### config.mk
export PLATFORM = sky130hd
export DESIGN_NAME = fetch_ctrl_r32i_flat
export DESIGN_NICKNAME = d
export VERILOG_FILES = /design/src/rtl/fetch_ctrl_r32i_if.sv /design/src/rtl/fetch_ctrl_r32i.sv /design/src/flat_wrapper.sv
export SDC_FILE = /design/constraint.sdc
export NUM_CORES = 1
export LEC_CHECK = 0
export CORE_AREA = 2 2 157 159
export CTS_CLUSTER_DIAMETER = 120
export DETAILED_ROUTE_END_ITERATION = 8
export DIE_AREA = 0 0 159 161
export PLACE_DENSITY = 0.6
export RECOVER_POWER = 50
export SLEW_MARGIN = 20
export SYNTH_ARGS = -nofsm -noshare
export SYNTH_HDL_FRONTEND = slang
export SYNTH_SLANG_ARGS = --single-unit
export TNS_END_PERCENT = 50
### constraint.sdc
create_clock -name clock -period 11.6 [get_ports clock]
set_input_delay 3.48 -clock clock [delete_from_list [all_inputs] [get_ports clock]]
set_output_delay 3.48 -clock clock [all_outputs]
set_load 0.03 [all_outputs]
### src/rtl/fetch_ctrl_r32i_if.sv
// Fetch-stage bus: instruction-memory handshake, decode handshake, redirect and status.
// The fetch controller uses the master modport; the memory/decode side uses slave.
interface fetch_ctrl_r32i_if #(
  parameter int dataW = 32
);
  logic             imem_req;
  logic [dataW-1:0] imem_addr;
  logic             imem_gnt;
  logic             imem_rvalid;
  logic [31:0]      imem_rdata;
  logic             instr_valid;
  logic [31:0]      instr;
  logic [dataW-1:0] instr_pc;
  logic             instr_ready;
  logic             redirect;
  logic [dataW-1:0] redirect_base;
  logic [dataW-1:0] redirect_offset;
  logic             fault;
  logic [31:0]      fetch_cnt;

  modport master (
    output imem_req, imem_addr, instr_valid, instr, instr_pc, fault, fetch_cnt,
    input  imem_gnt, imem_rvalid, imem_rdata, instr_ready,
           redirect, redirect_base, redirect_offset
  );

  modport slave (
    input  imem_req, imem_addr, instr_valid, instr, instr_pc, fault, fetch_cnt,
    output imem_gnt, imem_rvalid, imem_rdata, instr_ready,
           redirect, redirect_base, redirect_offset
  );
endinterface

### src/rtl/fetch_ctrl_r32i.sv
// RV32I instruction-fetch sequencer: owns the PC and keeps one fetch in flight at a time.
// Registers each fetched word with its PC and halts on a misaligned redirect target.
module fetch_ctrl_r32i #(
  parameter int               dataW      = 32,
  parameter logic [dataW-1:0] RESET_ADDR = '0
) (
  input  logic               clock,
  input  logic               reset,
  fetch_ctrl_r32i_if.master  bus
);

  typedef enum logic [2:0] {
    S_REQ,
    S_WAIT,
    S_HOLD,
    S_DROP,
    S_HALT
  } state_t;

  state_t           state, state_n;
  logic [dataW-1:0] pc, pc_n;
  logic [dataW-1:0] target;
  logic             valid_q, valid_n;
  logic [31:0]      instr_q, instr_n;
  logic [dataW-1:0] ipc_q, ipc_n;
  logic [31:0]      cnt_q, cnt_n;

  // Relative jump target; the add wraps modulo 2^dataW by construction.
  assign target = bus.redirect_base + bus.redirect_offset;

  // NOTE: registers use non-blocking <= so every flop samples pre-edge values.
  always_ff @(posedge clock or posedge reset) begin
    if (reset) begin
      state   <= S_REQ;
      pc      <= RESET_ADDR;
      valid_q <= 1'b0;
      instr_q <= '0;
      ipc_q   <= '0;
      cnt_q   <= '0;
    end else begin
      state   <= state_n;
      pc      <= pc_n;
      valid_q <= valid_n;
      instr_q <= instr_n;
      ipc_q   <= ipc_n;
      cnt_q   <= cnt_n;
    end
  end

  // NOTE: every variable gets its hold value first, so no branch can infer a latch.
  always_comb begin
    state_n = state;
    pc_n    = pc;
    valid_n = valid_q;
    instr_n = instr_q;
    ipc_n   = ipc_q;
    cnt_n   = cnt_q;

    if (bus.redirect && state != S_HALT) begin
      valid_n = 1'b0;
      if (target[1:0] != 2'b00) begin
        state_n = S_HALT;
      end else begin
        pc_n = target;
        // A response already granted at the old PC must be drained before refetching.
        case (state)
          S_REQ:          state_n = bus.imem_gnt ? S_DROP : S_REQ;
          S_WAIT, S_DROP: state_n = bus.imem_rvalid ? S_REQ : S_DROP;
          default:        state_n = S_REQ;
        endcase
      end
    end else begin
      case (state)
        S_REQ: begin
          if (bus.imem_gnt) state_n = S_WAIT;
        end
        S_WAIT: begin
          if (bus.imem_rvalid) begin
            instr_n = bus.imem_rdata;
            ipc_n   = pc;
            valid_n = 1'b1;
            state_n = S_HOLD;
          end
        end
        S_HOLD: begin
          if (bus.instr_ready) begin
            valid_n = 1'b0;
            pc_n    = pc + dataW'(4);
            cnt_n   = cnt_q + 32'd1;
            state_n = S_REQ;
          end
        end
        S_DROP: begin
          if (bus.imem_rvalid) state_n = S_REQ;
        end
        default: state_n = S_HALT;
      endcase
    end
  end

  assign bus.imem_req    = (state == S_REQ);
  assign bus.imem_addr   = pc;
  assign bus.instr_valid = valid_q;
  assign bus.instr       = instr_q;
  assign bus.instr_pc    = ipc_q;
  assign bus.fault       = (state == S_HALT);
  assign bus.fetch_cnt   = cnt_q;

endmodule

### src/flat_wrapper.sv
// flat-port wrapper written by rule: the top's interface ports become plain ports
module fetch_ctrl_r32i_flat 
#(
  parameter int               dataW      = 32,
  parameter logic [dataW-1:0] RESET_ADDR = '0
)
  (clock, reset, bus_imem_req, bus_imem_addr, bus_instr_valid, bus_instr, bus_instr_pc, bus_fault, bus_fetch_cnt, bus_imem_gnt, bus_imem_rvalid, bus_imem_rdata, bus_instr_ready, bus_redirect, bus_redirect_base, bus_redirect_offset);
  fetch_ctrl_r32i_if #(.dataW(dataW)) bus_i ();
  input  logic clock;
  input  logic reset;
  output wire logic [$bits(bus_i.imem_req)-1:0] bus_imem_req;
  output wire logic [$bits(bus_i.imem_addr)-1:0] bus_imem_addr;
  output wire logic [$bits(bus_i.instr_valid)-1:0] bus_instr_valid;
  output wire logic [$bits(bus_i.instr)-1:0] bus_instr;
  output wire logic [$bits(bus_i.instr_pc)-1:0] bus_instr_pc;
  output wire logic [$bits(bus_i.fault)-1:0] bus_fault;
  output wire logic [$bits(bus_i.fetch_cnt)-1:0] bus_fetch_cnt;
  input wire logic [$bits(bus_i.imem_gnt)-1:0] bus_imem_gnt;
  input wire logic [$bits(bus_i.imem_rvalid)-1:0] bus_imem_rvalid;
  input wire logic [$bits(bus_i.imem_rdata)-1:0] bus_imem_rdata;
  input wire logic [$bits(bus_i.instr_ready)-1:0] bus_instr_ready;
  input wire logic [$bits(bus_i.redirect)-1:0] bus_redirect;
  input wire logic [$bits(bus_i.redirect_base)-1:0] bus_redirect_base;
  input wire logic [$bits(bus_i.redirect_offset)-1:0] bus_redirect_offset;
  assign bus_imem_req = bus_i.imem_req;
  assign bus_imem_addr = bus_i.imem_addr;
  assign bus_instr_valid = bus_i.instr_valid;
  assign bus_instr = bus_i.instr;
  assign bus_instr_pc = bus_i.instr_pc;
  assign bus_fault = bus_i.fault;
  assign bus_fetch_cnt = bus_i.fetch_cnt;
  assign bus_i.imem_gnt = bus_imem_gnt;
  assign bus_i.imem_rvalid = bus_imem_rvalid;
  assign bus_i.imem_rdata = bus_imem_rdata;
  assign bus_i.instr_ready = bus_instr_ready;
  assign bus_i.redirect = bus_redirect;
  assign bus_i.redirect_base = bus_redirect_base;
  assign bus_i.redirect_offset = bus_redirect_offset;
  fetch_ctrl_r32i #(.dataW(dataW), .RESET_ADDR(RESET_ADDR)) u_core (.clock(clock), .reset(reset), .bus(bus_i));
endmodule
==> metrics.csv, run 1 <==
stage;metric;value;unit
synthesis;synth_cell_type_count;75;
pwr;fin_total_pwr;1.336;mW
grt;grt_pass1_wl;35510;um
synthesis;async_reset_ff_share;100.0;%
placement;place_area;10360;um^2
setup_path;worstPathRequired;11890;ps
detailed_routing;ant_nets;0;
cts;clk_transition_reported_paths;60;ps
setup_path;r2r_slack;8170;ps
cts;post_cts_buffers;0;
cts;numCtsBuffers;17;
layout;nNetsFinal;1128;
setup_path;cp-start-kind;input port;
floorplanning;num_io_pins;233;
setup_path;critical_path_class;in -> reg;
hold_path;hold_path_class;reg -> reg;
sta;slew-limit-headroom;-123.3;%
sta;period_share;62.36;%
sta;worst_pin_slew;3331;ps
status;violations;capacitance limit, slew limit;
synthesis;synth_area_leaders;dfrtp_1 (43%), mux2_2 (9.0%), ha_1 (5.3%), a21oi_1 (4.1%), xnor2_1 (3.5%);
synthesis;netlist_instances;772;
detailed_routing;dr.first_iter.drc_count;311;
pwr;cell_internal_pwr;0.9357;mW
pwr;p_leak;5.080;nW
setup_path;reg2reg_depth;7;
cts;cts_tree;yes;
setup_path;r2r_end;u_core.bus.imem_addr[29]$_DFFE_PP0P_;
synthesis;syn_nets;908;
sta;period_needed;7234;ps
cts;cts_sinks;132;
pwr;p_seq_share;39.1;%
detailed_routing;drc;0;
synthesis;syn_area_per_cell;10.06;um^2
sta;rsz0062_at_grt;false;
pwr;pwr-share-clk;40.0;%
detailed_routing;via_per_inst;5.071;
detailed_routing;routed_wl;22000;um
synthesis;synth_ff_type;dfrtp_1;
hold_path;min-delay-start;u_core.bus.fetch_cnt[31]$_DFFE_PP0P_;
grt;grt_max_degree;77;
pwr;power.density;122.5;nW/um^2
sta;drv_slew;77;
layout;design_area;10910;um^2
hold_path;hold_path_depth;1;
setup_path;endpoint_kind;flip-flop;
layout;drive_gt1_share;12.14;%
grt;track_usage;17.18;%
synthesis;ys_ff_latch;132;
floorplanning;core;23960;um^2
floorplanning;die_x;159;um
cts;clk_latency;410;ps
sta;timing.setup.tns;0;ps
sta;fmax;138.2;MHz
status;status;finished, violations left;
layout;areaGrowthSynthToFinish;40.48;%
setup_path;r2r-start;u_core.state[0]$_DFFE_PP0P_;
setup_path;critical-path-slowest-cell;nand2_1;
floorplanning;die-area;25600;um^2
synthesis;ys_warn_count;0;
sta;setup_viol;0;
sta;fin_skew;6.061;ps
layout;insertedDiodeCount;0;
pwr;combinationalPowerShare;20.9;%
floorplanning;rows;57;
placement;place.gp.congestion;0.8404;
floorplanning;start_util;32.40;%
setup_path;arrival;7520;ps
cts;cts_max_level;4;
floorplanning;die_h;161;um
pwr;p_switching;0.4007;mW
setup_path;cpPeakStageDelay;1080;ps
synthesis;syn_area;7765;um^2
hold_path;holdPathEnd;u_core.bus.fetch_cnt[31]$_DFFE_PP0P_;
detailed_routing;wl_met2;10210;um
cts;cts-hold-fix-buffers;0;
setup_path;crit_path_cell_trace;clkdlybuf4s50_1, ha_1, inv_1, fa_1, nor2b_1, nand3_1, nand2_1, o21ai_0, nand2_1, o21ai_0, or3_1;
synthesis;ys_seq_area_share;42.54;%
cts;cts_resized;0;
setup_path;worstPathMaxFanout;31;
pwr;ir_drop;98.81;uV
placement;io_buffers;232;
cts;cts.path.max_buffers;2;
job;cap_violations;1;
detailed_routing;met3_length;1130;um
synthesis;synth_top_area_cell;dfrtp_1;
detailed_routing;maxUsedRoutingLayer;met4;
placement;dp_hpwl;16690;um
synthesis;synth_common_cells;dfrtp_1 (132), nand2_1 (65), a21oi_1 (64);
pwr;sw_frac_of_total;29.98;%
detailed_routing;wl_met1;10440;um
sta;hold_viol;0;
grt;grt.overflow.total;0;
synthesis;yosysMostFrequentCell;dfrtp_1;
detailed_routing;wl_per_cell;16.55;um
grt;antenna_found_initial;0;
grt;grt_pass1_vias;6512;
synthesis;synth_edf_count;0;
detailed_routing;num_vias;6739;
cts;cts_root_buf;clkbuf_16;
synthesis;synth_top_area_share;42.54;%
detailed_routing;firstDrtPassIters;4;
[worst max-delay path, delay by kind of cell]
kind / cells / cell delay, ps
AOI/OAI and AO/OA: 2 / 290
and+or+nand+nor: 5 / 2580
buffers and inverters: 2 / 530
adders and majority gates: 2 / 640
[layer usage]
| metal | vias up | global-route usage, % |
|---|---|---|
| met5 | - | 0 |
| met4 | 0 | 4.256 |
| met3 | 15 | 3.287 |
| met2 | 199 | 27.63 |
| met1 | 3216 | 23.97 |
| li1 | 3309 | - |
[layout by cell type (no fill, tap or decap), drive strengths merged, types with 9 or more instances in the layout]
| cell type | synthesis | layout |
|---|---|---|
| a21o | 23 | 23 |
| a21oi | 66 | 66 |
| a31oi | 9 | 9 |
| and3 | 21 | 21 |
| clkbuf | 27 | 20 |
| clkdlybuf4s50 | 0 | 145 |
| dfrtp | 132 | 132 |
| dlygate4sd3 | 0 | 87 |
| ha | 33 | 33 |
| inv | 18 | 20 |
| mux2 | 62 | 62 |
| nand2 | 65 | 65 |
| nand3 | 34 | 34 |
| nand4 | 21 | 21 |
| nor2 | 33 | 33 |
| nor3 | 16 | 16 |
| o21a | 9 | 9 |
| o21ai | 37 | 37 |
| xnor2 | 31 | 31 |
| xor2 | 19 | 19 |
[sequential cells by signal (all words and copies together) (netlist names)]
| register | count |
|---|---|
| u_core.bus.instr_pc | 32 |
| u_core.bus.instr | 32 |
| u_core.state | 3 |
| u_core.bus.fetch_cnt | 32 |
| u_core.bus.instr_valid | 1 |
| u_core.bus.imem_addr | 32 |
[worst max path at each step]
stage	start	end	slack, ps	cells after the start
after detailed placement	bus_redirect_offset[0]	u_core.bus.imem_addr[19]$_DFFE_PP0P_	3950	11
after floorplan	reset	u_core.bus.fetch_cnt[0]$_DFFE_PP0P_	4590	1
final	bus_redirect_offset[0]	u_core.bus.imem_addr[19]$_DFFE_PP0P_	4370	11
after global placement	bus_redirect_offset[0]	u_core.bus.imem_addr[19]$_DFFE_PP0P_	4080	11
after CTS	bus_redirect_offset[0]	u_core.bus.imem_addr[19]$_DFFE_PP0P_	4410	11
after global routing	bus_redirect_offset[0]	u_core.bus.imem_addr[19]$_DFFE_PP0P_	4150	11
[area by class of cell]
cell class | count | area [um^2]
sequential | 132 | 3303
clock buffer | 19 | 442.9
tap | 324 | 405.4
timing repair buffer | 236 | 2349
inverter | 18 | 68.82
fill | 2372 | 13060
clock inverter | 13 | 151.4
multi-input combinational | 587 | 4188
[kinds of logic (layout without fill, tap and decap cells)]
family          after synthesis  count (layout)  share of synthesized area [%]
xor+xnor                     50              50                          5.640
buf+inv                      53             286                          3.078
fa+ha+maj                    34              34                          5.575
flops                       132             132                          42.54
simple gates                237             237                          16.65
mux                          65              65                          9.378
compound gates              201             201                          17.14
[per-stage QoR]
stage / worst slack [ps] / hold slack, ps / utilization, % / instances
after global routing: 4150 / 485.3 / 45.52 / 1329
after global placement: 4076 / 462.6 / 43.25 / 1297
final: 4366 / 463.0 / 45.52 / 1329
after detailed placement: 3946 / 466.2 / 43.25 / 1297
after CTS: 4406 / 474.3 / 45.73 / 1329
after floorplan: 4594 / 615.7 / - / 772
[power groups by stage]
stage | logic, mW | clock network (mW) | registers [mW]
2_1_floorplan | 0.120 | 0 | 0.563
6_report | 0.279 | 0.535 | 0.522
5_1_grt | 0.303 | 0.569 | 0.527
4_1_cts | 0.283 | 0.550 | 0.522
3_5_place_dp | 0.282 | 0 | 0.531
3_3_place_gp | 0.280 | 0 | 0.530
No activity file was read; power rests on OpenSTA's default activity.
==> run 2: changes to the inputs <==
Settings changed: PLACE_DENSITY 0.6 to 0.62.
Clock period 11.6 ns to 6.2 ns, I/O delays scaled along.
==> metrics.csv, run 2 (same netlist as run 1, synthesis figures left out) <==
stage;metric;value;unit;change
setup_path;crit_top_cell;nand4_1;;
grt;antenna_found_initial;0;;unchanged
job;cap_violations;1;;unchanged
setup_path;critical-path-slowest-cell;dlygate4sd3_1;;
floorplanning;num_io_pins;233;;unchanged
sta;period_share;73.78;%;
sta;rsz0062_at_grt;false;;
pwr;ir_drop;191.9;uV;+94%
status;violations;capacitance limit, slew limit;;
detailed_routing;dr.first_iter.drc_count;343;;+10%
sta;drv_slew;104;;+35%
layout;layout_common_cells;clkdlybuf4s50_1 (195), dfrtp_1 (132), nand2_1 (65);;
setup_path;r2r_slack;3330;ps;-4840 ps
setup_path;arrival;4880;ps;-2640 ps
floorplanning;start_util;32.40;%;unchanged
sta;period_needed;4574;ps;
detailed_routing;num_vias;6756;;+0.25%
detailed_routing;firstDrtPassIters;5;;+1
detailed_routing;routed_wl;21780;um;-0.99%
layout;areaGrowthSynthToFinish;41.57;%;
detailed_routing;wl_per_cell;16.35;um;-1.2%
detailed_routing;ant_nets;0;;unchanged
cts;cts_max_level;4;;unchanged
setup_path;endpoint_kind;flip-flop;;
sta;fin_skew;12.71;ps;+6.653 ps
floorplanning;die-area;25600;um^2;unchanged
grt;grt_pass1_vias;6530;;+0.28%
cts;numCtsBuffers;17;;unchanged
cts;clk_transition_reported_paths;60;ps;about the same
sta;hold_viol;0;;unchanged
sta;slew-limit-headroom;-46.50;%;+77 points
placement;placedCellCount;1300;;+0.23%
setup_path;cp-start-kind;input port;;
setup_path;cpPeakStageDelay;670;ps;-410 ps
placement;dp_hpwl;16550;um;-0.80%
floorplanning;core;23960;um^2;unchanged
sta;setup_viol;0;;unchanged
layout;drive_gt1_share;12.50;%;+0.36 points
setup_path;critical_path_class;in -> reg;;
cts;cts_root_buf;clkbuf_16;;
placement;io_buffers;232;;unchanged
status;status;finished, violations left;;
sta;timing.setup.tns;0;ps;unchanged
layout;final_common_cell;clkdlybuf4s50_1;;
hold_path;hold_path_class;reg -> reg;;
setup_path;worstPathMaxFanout;10;;-68%
cts;cts.path.max_buffers;2;;unchanged
detailed_routing;via_per_inst;5.072;;about the same
floorplanning;die_h;161;um;unchanged
sta;fmax;218.6;MHz;
cts;cts_resized;0;;unchanged
layout;nNetsFinal;1131;;+0.27%
cts;cts_sinks;132;;unchanged
layout;insertedDiodeCount;0;;unchanged
placement;place.gp.congestion;0.8298;;-1.3%
pwr;p_leak;4.959;nW;-2.4%
floorplanning;rows;57;;unchanged
sta;worst_pin_slew;2197;ps;-1133 ps
pwr;power.density;236.9;nW/um^2;+93%
layout;instances_no_fill;1332;;+0.23%
setup_path;worstPathRequired;6510;ps;-5380 ps
cts;cts_tree;yes;;
cts;clk_latency;420;ps;about the same
cts;post_cts_buffers;0;;unchanged
setup_path;crit_path_cell_trace;dlygate4sd3_1, nor2_1, nand4_1, nor4_2, and3_1, and2_1, nand4_1, xnor2_1;;
grt;grt_max_degree;104;;+35%
layout;fillers;2297;;-3.2%
cts;cts-hold-fix-buffers;0;;unchanged
grt;grt.overflow.total;0;;unchanged
grt;track_usage;16.91;%;-0.27 points
grt;grt_pass1_wl;35030;um;-1.3%
detailed_routing;drc;0;;unchanged
floorplanning;die_x;159;um;unchanged
-- run 2: changes by cell type in the layout (fill, tap and decap cells not counted), sizes merged --
| cell | before | now |
|---|---|---|
| buf | 3 | 5 |
| bufinv | 2 | 4 |
| clkdlybuf4s50 | 145 | 195 |
| clkinv | 4 | 2 |
| clkinvlp | 5 | 1 |
| dlygate4sd3 | 87 | 37 |
| inv | 20 | 25 |
-- run 2: stage by stage --
| step | setup WS [ps] | instance area [um^2] | utilization [%] | hold slack (ps) | power [mW] |
|---|---|---|---|---|---|
| detailed placement | 1419 | 10390 | 43.35 | 464.6 | 1.521 |
| global placement | 1518 | 10390 | 43.35 | 463.4 | 1.518 |
| finish | 1626 | 10990 | 45.88 | 474.4 | 2.604 |
| global route | 1424 | 10990 | 45.88 | 505.5 | 2.727 |
| floorplan | 814.0 | 7765 | - | 615.7 | 1.278 |
| CTS | 1864 | 11040 | 46.07 | 473.1 | 2.645 |
-- run 2: worst paths after layout --
path,start,endpoint,depth (start not counted)
min in group asynchronous,reset,u_core.bus.fetch_cnt[17]$_DFFE_PP0P_,2
max in group asynchronous,reset,u_core.bus.instr[16]$_DFFE_PP0P_,3
hold / removal,u_core.bus.fetch_cnt[31]$_DFFE_PP0P_,u_core.bus.fetch_cnt[31]$_DFFE_PP0P_,1
hold reg to reg,u_core.bus.fetch_cnt[31]$_DFFE_PP0P_,u_core.bus.fetch_cnt[31]$_DFFE_PP0P_,1
setup reg to reg,u_core.state[2]$_DFFE_PP0P_,u_core.bus.fetch_cnt[26]$_DFFE_PP0P_,7
setup / recovery,bus_redirect,u_core.bus.fetch_cnt[26]$_DFFE_PP0P_,8
-- run 2: layer usage --
metal / part of all wire, % / global-route usage [%] / up-vias
met5: 0 / 0 / -
met3: 5.6 / 3.980 / 20
met1: 47 / 23.11 / 3207
met4: 1.3 / 4.504 / 0
li1: - / - / 3304
met2: 46 / 27.04 / 225
-- run 2: worst max-delay path, delay by kind of cell --
kind | cells | cell delay, ps
AND/OR/NAND/NOR | 6 | 2210
buffers and inverters | 1 | 670
XOR/XNOR | 1 | 140
-- run 2: final cells by class --
cell class / count / area [um^2] / share of cell area (%)
multi-input cells: 587 / 4194 / 38.15
flip-flops and latches: 132 / 3303 / 30.05
repair buffers: 239 / 2367 / 21.53
clock buffers: 18 / 439.2 / 3.995
well taps: 324 / 405.4 / 3.688
clock inverters: 14 / 212.7 / 1.935
inverters: 18 / 71.32 / 0.6488
-- run 2: power by group --
part | internal, mW | switching [mW] | leakage, nW
clock network | 0.699 | 0.406 | 0.321
registers | 0.905 | 0.0719 | 1.82
logic | 0.239 | 0.284 | 2.82
total | 1.84 | 0.762 | 4.96
==> variant (settings of run 2) <==
`dataW` is set to 32 in 3 places; all go to 16.
--- a/src/rtl/fetch_ctrl_r32i_if.sv
+++ b/src/rtl/fetch_ctrl_r32i_if.sv
@@ -1,7 +1,7 @@
 // Fetch-stage bus: instruction-memory handshake, decode handshake, redirect and status.
 // The fetch controller uses the master modport; the memory/decode side uses slave.
 interface fetch_ctrl_r32i_if #(
-  parameter int dataW = 32
+  parameter int dataW = 16
 );
   logic             imem_req;
   logic [dataW-1:0] imem_addr;
--- a/src/rtl/fetch_ctrl_r32i.sv
+++ b/src/rtl/fetch_ctrl_r32i.sv
@@ -1,7 +1,7 @@
 // RV32I instruction-fetch sequencer: owns the PC and keeps one fetch in flight at a time.
 // Registers each fetched word with its PC and halts on a misaligned redirect target.
 module fetch_ctrl_r32i #(
-  parameter int               dataW      = 32,
+  parameter int               dataW      = 16,
   parameter logic [dataW-1:0] RESET_ADDR = '0
 ) (
   input  logic               clock,
--- a/src/flat_wrapper.sv
+++ b/src/flat_wrapper.sv
@@ -1,7 +1,7 @@
 // flat-port wrapper written by rule: the top's interface ports become plain ports
 module fetch_ctrl_r32i_flat 
 #(
-  parameter int               dataW      = 32,
+  parameter int               dataW      = 16,
   parameter logic [dataW-1:0] RESET_ADDR = '0
 )
   (clock, reset, bus_imem_req, bus_imem_addr, bus_instr_valid, bus_instr, bus_instr_pc, bus_fault, bus_fetch_cnt, bus_imem_gnt, bus_imem_rvalid, bus_imem_rdata, bus_instr_ready, bus_redirect, bus_redirect_base, bus_redirect_offset);
Interface: changed (resized bus_imem_addr, bus_instr_pc, bus_redirect_base and bus_redirect_offset); port bits go from 233 to 169. No check against the original RTL was run, so the function may have changed too.
==> variant against run 2 <==
- wire length shrank 36%
- die area is the same
- power shrank 41%
- worst setup slack gained 0.20 ns
- sequential share of layout area grew 3.7 points
- sequential cell count shrank 32
- the run still ends with capacitance limit, slew limit left
- first-iteration DRC count shrank 7.9%
- final area shrank 32%
- synthesized area shrank 34%
- hold slack lost 0.010 ns
==> variant: results (changes against run 2) <==
stage;metric;value;unit;change
run_status;outcome;finished, violations left;;unchanged
run_status;violations;capacitance limit, slew limit;;unchanged
worst_setup_path;r2r-end;u_core.bus.imem_addr[7];;was u_core.bus.fetch_cnt[26]
drt;routed_wl;13.9;mm;was 21.8 mm
worst_setup_path;worst-path-max-fanout;69;;was 10
cells_and_area;nets;728;;was 1,131
timing;finClkSkew;0.00605;ns;was 0.0127 ns
clocking;postCtsSetupRepairBufs;0;;unchanged
worst_setup_path;crit_path_top_delay_cell;clkinvlp_2;;was dlygate4sd3_1
power;irDropWorstVdd;0.000124;V;was 0.000192 V
clocking;cts_max_path_buffers;2;;unchanged
clocking;cts_buffers;9;;was 17
cells_and_area;drive_gt1_frac;0.119;;was 0.125
placed_design;port_buffers;168;;was 232
worst_setup_path;rrSetupSlack;3.77;ns;was 3.33 ns
cells_and_area;nFillCells;2451;;was 2,297
worst_setup_path;reg2reg_from;u_core.state[0];;was u_core.state[2]
placed_design;dpl.hpwl;10.5;mm;was 16.6 mm
clocking;insertion_delay;0.35;ns;was 0.42 ns
global_routing;antenna_found_initial;0;;unchanged
clocking;cts-root-buf;clkbuf_16;;unchanged
clocking;cts_resized;0;;unchanged
clocking;clk_pin_slew_worst_paths;0.07;ns;
power;power_leakage;0.00336;uW;was 0.00496 uW
logic_synthesis;synthArstFlopShare;1.00;;unchanged
timing;relSlewSlack;-1.09;;was -0.465
cells_and_area;n_antenna_cell;0;;unchanged
global_routing;first_global_vias;4055;;was 6,530
worst_setup_path;max_stage_delay;1.77;ns;was 0.67 ns
logic_synthesis;seq_area_frac_synth;0.486;;was 0.425
global_routing;grt_usage;0.109;;was 0.169
drt;num_vias;4288;;was 6,756
hold_path;holdPathEnd;u_core.bus.fetch_cnt[31];;unchanged
logic_synthesis;ys_types;58;;was 75
worst_setup_path;critPathArrivalTime;4.85;ns;was 4.88 ns
clocking;htree_levels;3;;was 4
hold_path;min-delay-path-class;flop to flop;;unchanged
logic_synthesis;synth_area_leaders;dfrtp_1 (49%), mux2_2 (11%), ha_1 (4.1%);;was dfrtp_1 (43%), mux2_2 (9.0%), ha_1 (5.3%)
global_routing;grt_max_degree;70;;was 104
drt;drt-initial-drc-count;316;;was 343
worst_setup_path;path_delay_family;buffers and inverters;;was simple AND/OR/NAND/NOR gates
job;maxCapViolCount;1;;unchanged
hold_path;hp-start;u_core.bus.fetch_cnt[31];;unchanged
drt;dr.pass1.iters;5;;unchanged
placed_design;finalWeightedCongestion;0.777;;was 0.830
global_routing;grt_pass1_wl;22.2;mm;was 35.0 mm
logic_synthesis;synth_commonest_cells;dfrtp_1 (100), mux2_2 (48), nand2_1 (35);;was dfrtp_1 (132), nand2_1 (65), a21oi_1 (64)
timing;finalMaxSlewViolations;70;;was 104
logic_synthesis;synthesis.yosys.warnings;0;;unchanged
worst_setup_path;r2r_cells;5;;was 7
logic_synthesis;syn-num-nets;564;;was 908
timing;holdWs;0.464;ns;was 0.474 ns
hold_path;hold_depth;1;;unchanged
## variant: changes by cell type after synthesis, moves of 6 or more
| cell | change |
|---|---|
| nand2_1 | -30 |
| a21oi_1 | -39 |
| nor2_1 | -6 |
| and3_1 | -11 |
| o21ai_0 | -21 |
| nand4_1 | -12 |
| ha_1 | -16 |
| xnor2_1 | -10 |
| a21o_1 | -15 |
| dfrtp_1 | -32 |
| clkbuf_1 | -18 |
| mux2_2 | -14 |
| o21a_1 | -9 |
## variant: area by class of cell
cell class,count,area [sq um],share of cell area
multi-input combinational,343,2490,0.335
clock inverter,5,27.5,0.00371
timing repair buffer,170,1700,0.229
tap,324,405,0.0546
inverter,16,61.3,0.00826
sequential,100,2500,0.337
clock buffer,11,243,0.0327
## variant: logic make-up (layout without fill, tap and decap cells)
logic type	count (synthesis)	count (layout)	synth area share
and+or+nand+nor	156	156	0.166
DFF	100	100	0.486
AOI/OAI and AO/OA	79	79	0.0975
muxes	49	49	0.107
xor gates and xnor gates	41	41	0.0698
buffers and inverters	33	202	0.0277
adders and majority gates	18	18	0.0452
## variant: where the power goes
group | switching (uW) | total (uW) | internal [uW]
registers | 42.7 | 720 | 677
clock network | 251 | 532 | 281
logic | 146 | 273 | 126
total | 440 | 1520 | 1080
## variant: metal layers
layer / GRT usage / wire length (um) / up-vias
met2: 0.171 / 6230 / 145
met4: 0.0492 / 316 / 0
met3: 0.0306 / 968 / 22
met1: 0.139 / 6400 / 2064
li1: - / - / 2057
met5: 0 / 0 / -
## variant: worst max path at each step
stage / from / endpoint / cells past startpoint
CTS: bus_redirect_offset[0] / u_core.bus.imem_addr[9] / 9
finish: reset / u_core.bus.fetch_cnt[18] / 3
global placement: bus_redirect_offset[0] / u_core.bus.imem_addr[7] / 9
floorplan: reset / u_core.bus.fetch_cnt[0] / 1
detailed placement: bus_redirect_offset[0] / u_core.bus.imem_addr[9] / 9
global route: reset / u_core.bus.fetch_cnt[18] / 3
## variant: worst reg2reg max path, delay by kind of cell (launching register included)
| family | cells | cell delay [ns] |
|---|---|---|
| simple gates | 3 | 1.42 |
| flops | 1 | 0.49 |
| compound gates | 2 | 0.40 |
## variant: through the flow
| stage | setup slack, ns | std cells | utilization | area [sq um] |
|---|---|---|---|---|
| global placement | 1.74 | 953 | 0.299 | 7170 |
| floorplan | 1.72 | 476 | - | 5140 |
| detailed placement | 1.67 | 953 | 0.299 | 7170 |
| finish | 1.82 | 969 | 0.310 | 7420 |
| global route | 1.26 | 969 | 0.310 | 7420 |
| CTS | 2.03 | 969 | 0.311 | 7440 |
